File: src/rtl/lmg_move_reader_pkg.sv
// lmg_move_reader_pkg: word geometry, slot helper and FSM states
// shared by the LMG move FIFO consumer and its slot picker.
package lmg_move_reader_pkg;

  localparam int MOVE_W  = 19;
  localparam int SLOTS   = 8;
  localparam int WORD_W  = 160;
  localparam int MASK_LO = 152;
  localparam int BODY_W  = MASK_LO;

  typedef enum logic [2:0] {
    ST_IDLE,
    ST_ARM,
    ST_READ,
    ST_WAIT,
    ST_EMIT,
    ST_FIN
  } state_t;

  // idx 0 is slot 1, packed directly under the mask
  function automatic int slot_lo(input logic [2:0] idx);
    return MASK_LO - MOVE_W * (int'(idx) + 1);
  endfunction

endpackage

File: src/rtl/lmg_slot_picker.sv
// lmg_slot_picker: priority encoder over the slot-valid mask.
// Ports: i_mask/i_word in; o_idx (0 = slot 1), o_any, o_move out.
module lmg_slot_picker
  import lmg_move_reader_pkg::*;
(
  input  logic [SLOTS-1:0]  i_mask,
  input  logic [BODY_W-1:0] i_word,
  output logic [2:0]        o_idx,
  output logic              o_any,
  output logic [MOVE_W-1:0] o_move
);

  logic [BODY_W-1:0] w_shift;

  // scan from slot 8 down so the lowest-numbered slot wins
  always_comb begin
    o_idx = '0;
    o_any = 1'b0;
    for (int s = SLOTS - 1; s >= 0; s--) begin
      if (i_mask[SLOTS-1-s]) begin
        o_idx = 3'(s);
        o_any = 1'b1;
      end
    end
  end

  assign w_shift = i_word >> slot_lo(o_idx);
  assign o_move  = w_shift[MOVE_W-1:0];

endmodule

File: src/rtl/lmg_move_reader.sv
// lmg_move_reader: drains the LMG move FIFO after lmg_done and streams
// the packed moves out on mv_valid/mv_ready with count and done flag.
// Ports: clk, reset (async, low), start, lmg_done, fifo_empty,
// fifo_out in; rden out; mv_valid/mv_ready/mv_data stream;
// mv_count, drain_done out.
module lmg_move_reader
  import lmg_move_reader_pkg::*;
#(
  parameter int RD_LAT = 1,
  parameter int CNT_W  = 8
) (
  input  logic              clk,
  input  logic              reset,
  input  logic              start,
  input  logic              lmg_done,
  input  logic              fifo_empty,
  input  logic [WORD_W-1:0] fifo_out,
  output logic              rden,
  output logic              mv_valid,
  input  logic              mv_ready,
  output logic [MOVE_W-1:0] mv_data,
  output logic [CNT_W-1:0]  mv_count,
  output logic              drain_done
);

  state_t r_state;
  state_t w_next;

  logic [1:0]        r_wcnt;
  logic [SLOTS-1:0]  r_mask;
  logic [SLOTS-1:0]  w_nmask;
  logic [BODY_W-1:0] r_word;
  logic [BODY_W-1:0] w_nword;
  logic [2:0]        r_idx;
  logic [2:0]        w_idx;
  logic              w_any;
  logic [MOVE_W-1:0] w_move;
  logic [MOVE_W-1:0] r_mv_data;
  logic              r_mv_valid;
  logic [CNT_W-1:0]  r_cnt;
  logic              r_done;
  logic              w_latch;
  logic              w_fire;
  logic              w_emit;

  localparam logic [SLOTS-1:0] SLOT1 =
    {1'b1, {(SLOTS-1){1'b0}}};

  assign w_fire  = r_mv_valid & mv_ready;
  assign w_latch = (r_state == ST_WAIT) &&
                   (r_wcnt == 2'(RD_LAT));

  // picker looks at the mask/word the next cycle will hold,
  // so the move can be registered with no bubble
  always_comb begin
    w_nmask = r_mask;
    w_nword = r_word;
    if (w_latch) begin
      w_nmask = fifo_out[WORD_W-1:MASK_LO];
      w_nword = fifo_out[BODY_W-1:0];
    end else if (w_fire) begin
      w_nmask = r_mask & ~(SLOT1 >> r_idx);
    end
  end

  lmg_slot_picker u_pick (
    .i_mask (w_nmask),
    .i_word (w_nword),
    .o_idx  (w_idx),
    .o_any  (w_any),
    .o_move (w_move)
  );

  always_ff @(posedge clk or negedge reset) begin
    if (!reset) r_state <= ST_IDLE;
    else        r_state <= w_next;
  end

  always_comb begin
    w_next = r_state;
    rden   = 1'b0;
    unique case (r_state)
      ST_IDLE: if (start) w_next = ST_ARM;
      ST_ARM:  if (lmg_done) w_next = ST_READ;
      ST_READ: begin
        if (fifo_empty) begin
          w_next = ST_FIN;
        end else begin
          rden   = 1'b1;
          w_next = ST_WAIT;
        end
      end
      ST_WAIT: begin
        if (w_latch)
          w_next = w_any ? ST_EMIT : ST_READ;
      end
      ST_EMIT: if (!w_any) w_next = ST_READ;
      ST_FIN:  w_next = ST_IDLE;
      default: w_next = ST_IDLE;
    endcase
  end

  assign w_emit = (w_next == ST_EMIT) && w_any;

  always_ff @(posedge clk or negedge reset) begin
    if (!reset) begin
      r_wcnt     <= '0;
      r_mask     <= '0;
      r_word     <= '0;
      r_idx      <= '0;
      r_mv_valid <= 1'b0;
      r_mv_data  <= '0;
      r_cnt      <= '0;
      r_done     <= 1'b0;
    end else begin
      if (r_state == ST_READ)
        r_wcnt <= 2'd1;
      else if (r_state == ST_WAIT && !w_latch)
        r_wcnt <= r_wcnt + 2'd1;
      r_mask     <= w_nmask;
      r_word     <= w_nword;
      r_idx      <= w_idx;
      r_mv_valid <= w_emit;
      r_mv_data  <= w_emit ? w_move : '0;
      if (r_state == ST_IDLE && start) begin
        r_cnt  <= '0;
        r_done <= 1'b0;
      end else if (w_fire && r_cnt != '1) begin
        r_cnt <= r_cnt + 1'b1;
      end
      if (r_state == ST_READ && fifo_empty)
        r_done <= 1'b1;
    end
  end

  assign mv_valid   = r_mv_valid;
  assign mv_data    = r_mv_data;
  assign mv_count   = r_cnt;
  assign drain_done = r_done;

endmodule

File: config.mk
export PLATFORM = sky130hd
export DESIGN_NAME = lmg_move_reader
export DESIGN_NICKNAME = d
export VERILOG_FILES = /design/src/rtl/lmg_move_reader_pkg.sv /design/src/rtl/lmg_slot_picker.sv /design/src/rtl/lmg_move_reader.sv
export SDC_FILE = /design/constraint.sdc
export NUM_CORES = 1
export LEC_CHECK = 0
export ABC_AREA = 1
export CAP_MARGIN = 5
export CELL_PAD_IN_SITES_DETAIL_PLACEMENT = 1
export CELL_PAD_IN_SITES_GLOBAL_PLACEMENT = 1
export CORE_ASPECT_RATIO = 1.25
export CORE_UTILIZATION = 40
export DETAILED_ROUTE_END_ITERATION = 6
export PLACE_DENSITY_LB_ADDON = 0.12
export SYNTH_ARGS = -nofsm -noshare
export SYNTH_HDL_FRONTEND = slang
export SYNTH_SLANG_ARGS = --single-unit
export TNS_END_PERCENT = 20
File: constraint.sdc
create_clock -name clk -period 6.5 [get_ports clk]
set_input_delay 0.65 -clock clk [delete_from_list [all_inputs] [get_ports clk]]
set_output_delay 0.65 -clock clk [all_outputs]
set_load 0.005 [all_outputs]
==> results.md, run 1 <==
- Outcome: completed
- Slew of the pin with the lowest slew margin: around 960 ps
- Vias per std cell: between 6 and 7
- Total CTS buffers: 17
- Vias in the first global route: between 20000 and 25000
- CTS Root Buffer Type: clkbuf_16
- Cell mode on critical path: nand3_1
- Slowest-stage cell, CP: dfrtp_1
- Detailed Route Iter0 Violations: 2447
- Synth Area per Inst: between 5 and 6 sq um
- Final setup viols: 0
- Largest net degree at the start of global routing: 150
- Critical path class: reg -> reg
- 1st-pass router iterations: 5
- Synthesized flop and latch total: about 200
- Die H: about 230 microns
- Hold Crit Class: in -> async
- Critical Path AT: 6620 ps
- Die area: approximately 0.044 sq mm
- I/O pin count: 196
- Drt total wl: between 80000 and 90000 microns
- Critical path peak fanout: 11
- Gr usage total: 0.3843
- Initial antenna violation count: 0
- Leading cell types in the layout, fill and taps excluded: nand2_1, nand3_1, dfrtp_1
- Pins Over Slew Limit: 0
- Final hold viol count: 0
- YS warnings: 0
- N_diodes: 0
- Fin cells: between 3000 and 4000
- Req. time, crit path: just under 7000 ps
- Placed cell count: ~3700
- Clock Tree Buf Depth: 2
- Layout Nets: approximately 3300
- Relative max-transition margin: 0.3571
- Post-synth cell types: 38
- Period minus WS final: between 6000 and 7000 ps
- Vias: about 22000
- Post-synth net total: between 3000 and 4000
- Total grt overflow: 0
- Crit. End Element: register
- Post-Syn Instances: ~3000
- Clock insertion delay at the later pin of the skew report: ~500 ps
- TritonCTS clock tree: yes
- Worst Setup SP: r_wcnt[1]$_DFFE_PN0P_
- P&R area growth vs syn: 21.89%
- Reg-to-Reg Start: r_wcnt[1]$_DFFE_PN0P_
- Layout cells sized above 1: 0.08054
- Synth Cell Area: about 0.017 sq mm
- Seq/Total Area, Yosys: 0.2838
- Gpl congestion: 0.9778
- # fillers: roughly 5900
- Clock-pin slew on the worst setup and hold paths: 90 ps
- Fmax: about 160 MHz
- Max Cap Viol: 0
- Residual DRC: 0
- Critical Path Max Stage Delay: roughly 380 ps
- PortBufs: ~200
- Area of the multi-input gates: approximately 0.011 sq mm
- Placed Instance Area: between 0.02 and 0.025 sq mm
- Hpwl dp: between 60000 and 70000 microns
- Commonest non-fill, non-tap cell in the layout: nand2_1
- DIE WIDTH: between 150 and 200 microns
- Placeable Area: around 0.043 sq mm
- Num Clock Sinks: slightly below 200
- Core Rows: 85
- Initial cell density of the core: 0.4042
- First-pass GRT wire length: 131100 microns
- Setup Skew: 19.68 ps
- Wire length per cell: between 20 and 25 microns
- Final ANT Viol Nets: 0
- Register area: a little under 0.005 sq mm
- Startpoint Class: register
- Fin area: 0.02117 sq mm
- Final cycle utilization of the critical path: 0.9558
- Htree depth: 4
cells in the mapped netlist (all sizes together):
master   instances  share of area
fa               2         0.0023
a31oi            5         0.0018
dfrtp          197           0.28
a21boi           1        0.00043
a311oi           1        0.00050
inv             74          0.016
o211ai           3         0.0013
o21bai           2        0.00086
a211oi           1        0.00043
nor2            47          0.012
nor3             6         0.0017
nand2         1150           0.25
nor4             1        0.00036
xor2             1        0.00094
or2              6         0.0022
o2111ai          2         0.0010
buf            109          0.032
clkinv           1        0.00022
ha              17          0.012
xnor2            1        0.00050
o21ai           31         0.0089
a21oi           44          0.013
nand4           10         0.0040
nand3         1140           0.33
clkbuf         116          0.025
what timing repair did:
item	in CTS	in global routing
hold buffers	0	0
endpoints found under the setup margin	0	19
resized for setup	0	22
buffers inserted	0	5
cell families after synthesis:
logic type / after synthesis / synth area share
compound gates: 90 / 0.02860
flops: 197 / 0.2838
fa+ha+maj: 19 / 0.01455
xor+xnor: 2 / 0.001441
buf+inv: 300 / 0.07283
simple gates: 2360 / 0.5987
critical path: cells and delay by family (launching register included):
kind	cells	cell delay [ps]
and+or+nand+nor	20	2760
adders and majority gates	6	1330
buffers and inverters	9	960
AOI/OAI and AO/OA	3	540
DFF	1	380
xor gates and xnor gates	1	100
metal layers:
layer / vias up / part of all wire / GRT usage
met5: - / 0 / 0
met4: 0 / 0.043 / 0.1564
met2: 872 / 0.46 / 0.6113
met3: 166 / 0.069 / 0.06468
li1: 10250 / - / -
met1: 11030 / 0.43 / 0.5159
through the flow:
stage                     hold slack (ps)  setup TNS, ps    util  worst slack, ps
after floorplan                     354.4              0       -            658.5
after global routing                150.3         -97.31  0.4927           -34.72
after detailed placement            462.7          -5039  0.4745           -380.8
after global placement              455.5         -308.1  0.4745           -106.1
after CTS                           124.1              0  0.4888            2.026
final                               125.1              0  0.4927            287.1
state kept, by name, summed over array words and instances (netlist names):
| name | count |
|---|---|
| r_wcnt | 2 |
| r_idx | 3 |
| mv_valid | 1 |
| r_state | 3 |
| drain_done | 1 |
| r_mask | 8 |
| mv_count | 8 |
| mv_data | 19 |
| r_word | 152 |
layout make-up:
cell class	instances	area share
multi-input cells	2471	0.5341
flip-flops and latches	197	0.2329
repair buffers	354	0.1570
well taps	565	0.03339
clock buffers	18	0.02074
inverters	75	0.01371
clock inverters	14	0.008156
worst paths after layout:
| check | endpoint | slack, ps | depth (start not counted) |
|---|---|---|---|
| min reg2reg | r_word[78]$_DFF_PN0_ | 480 | 2 |
| min | r_word[118]$_DFF_PN0_ | 130 | 1 |
| max in group asynchronous | r_word[135]$_DFF_PN0_ | 5170 | 2 |
| max reg2reg | mv_data[3]$_DFF_PN0_ | 290 | 39 |
| min in group clk | r_word[78]$_DFF_PN0_ | 480 | 2 |
| max | mv_data[3]$_DFF_PN0_ | 290 | 39 |
Power of run 1 is not shown: default switching activity piles up to over one toggle a cycle in this logic, so the estimate is an artifact.
==> inputs of run 2 (changes only) <==
- CTS_CLUSTER_DIAMETER: default -> 30
- HOLD_SLACK_MARGIN: default -> 0.12
==> results of run 2 <==
No change in the layout: final DEF, timing and power equal those of run 1.
Power of run 2 is left out for the same reason.
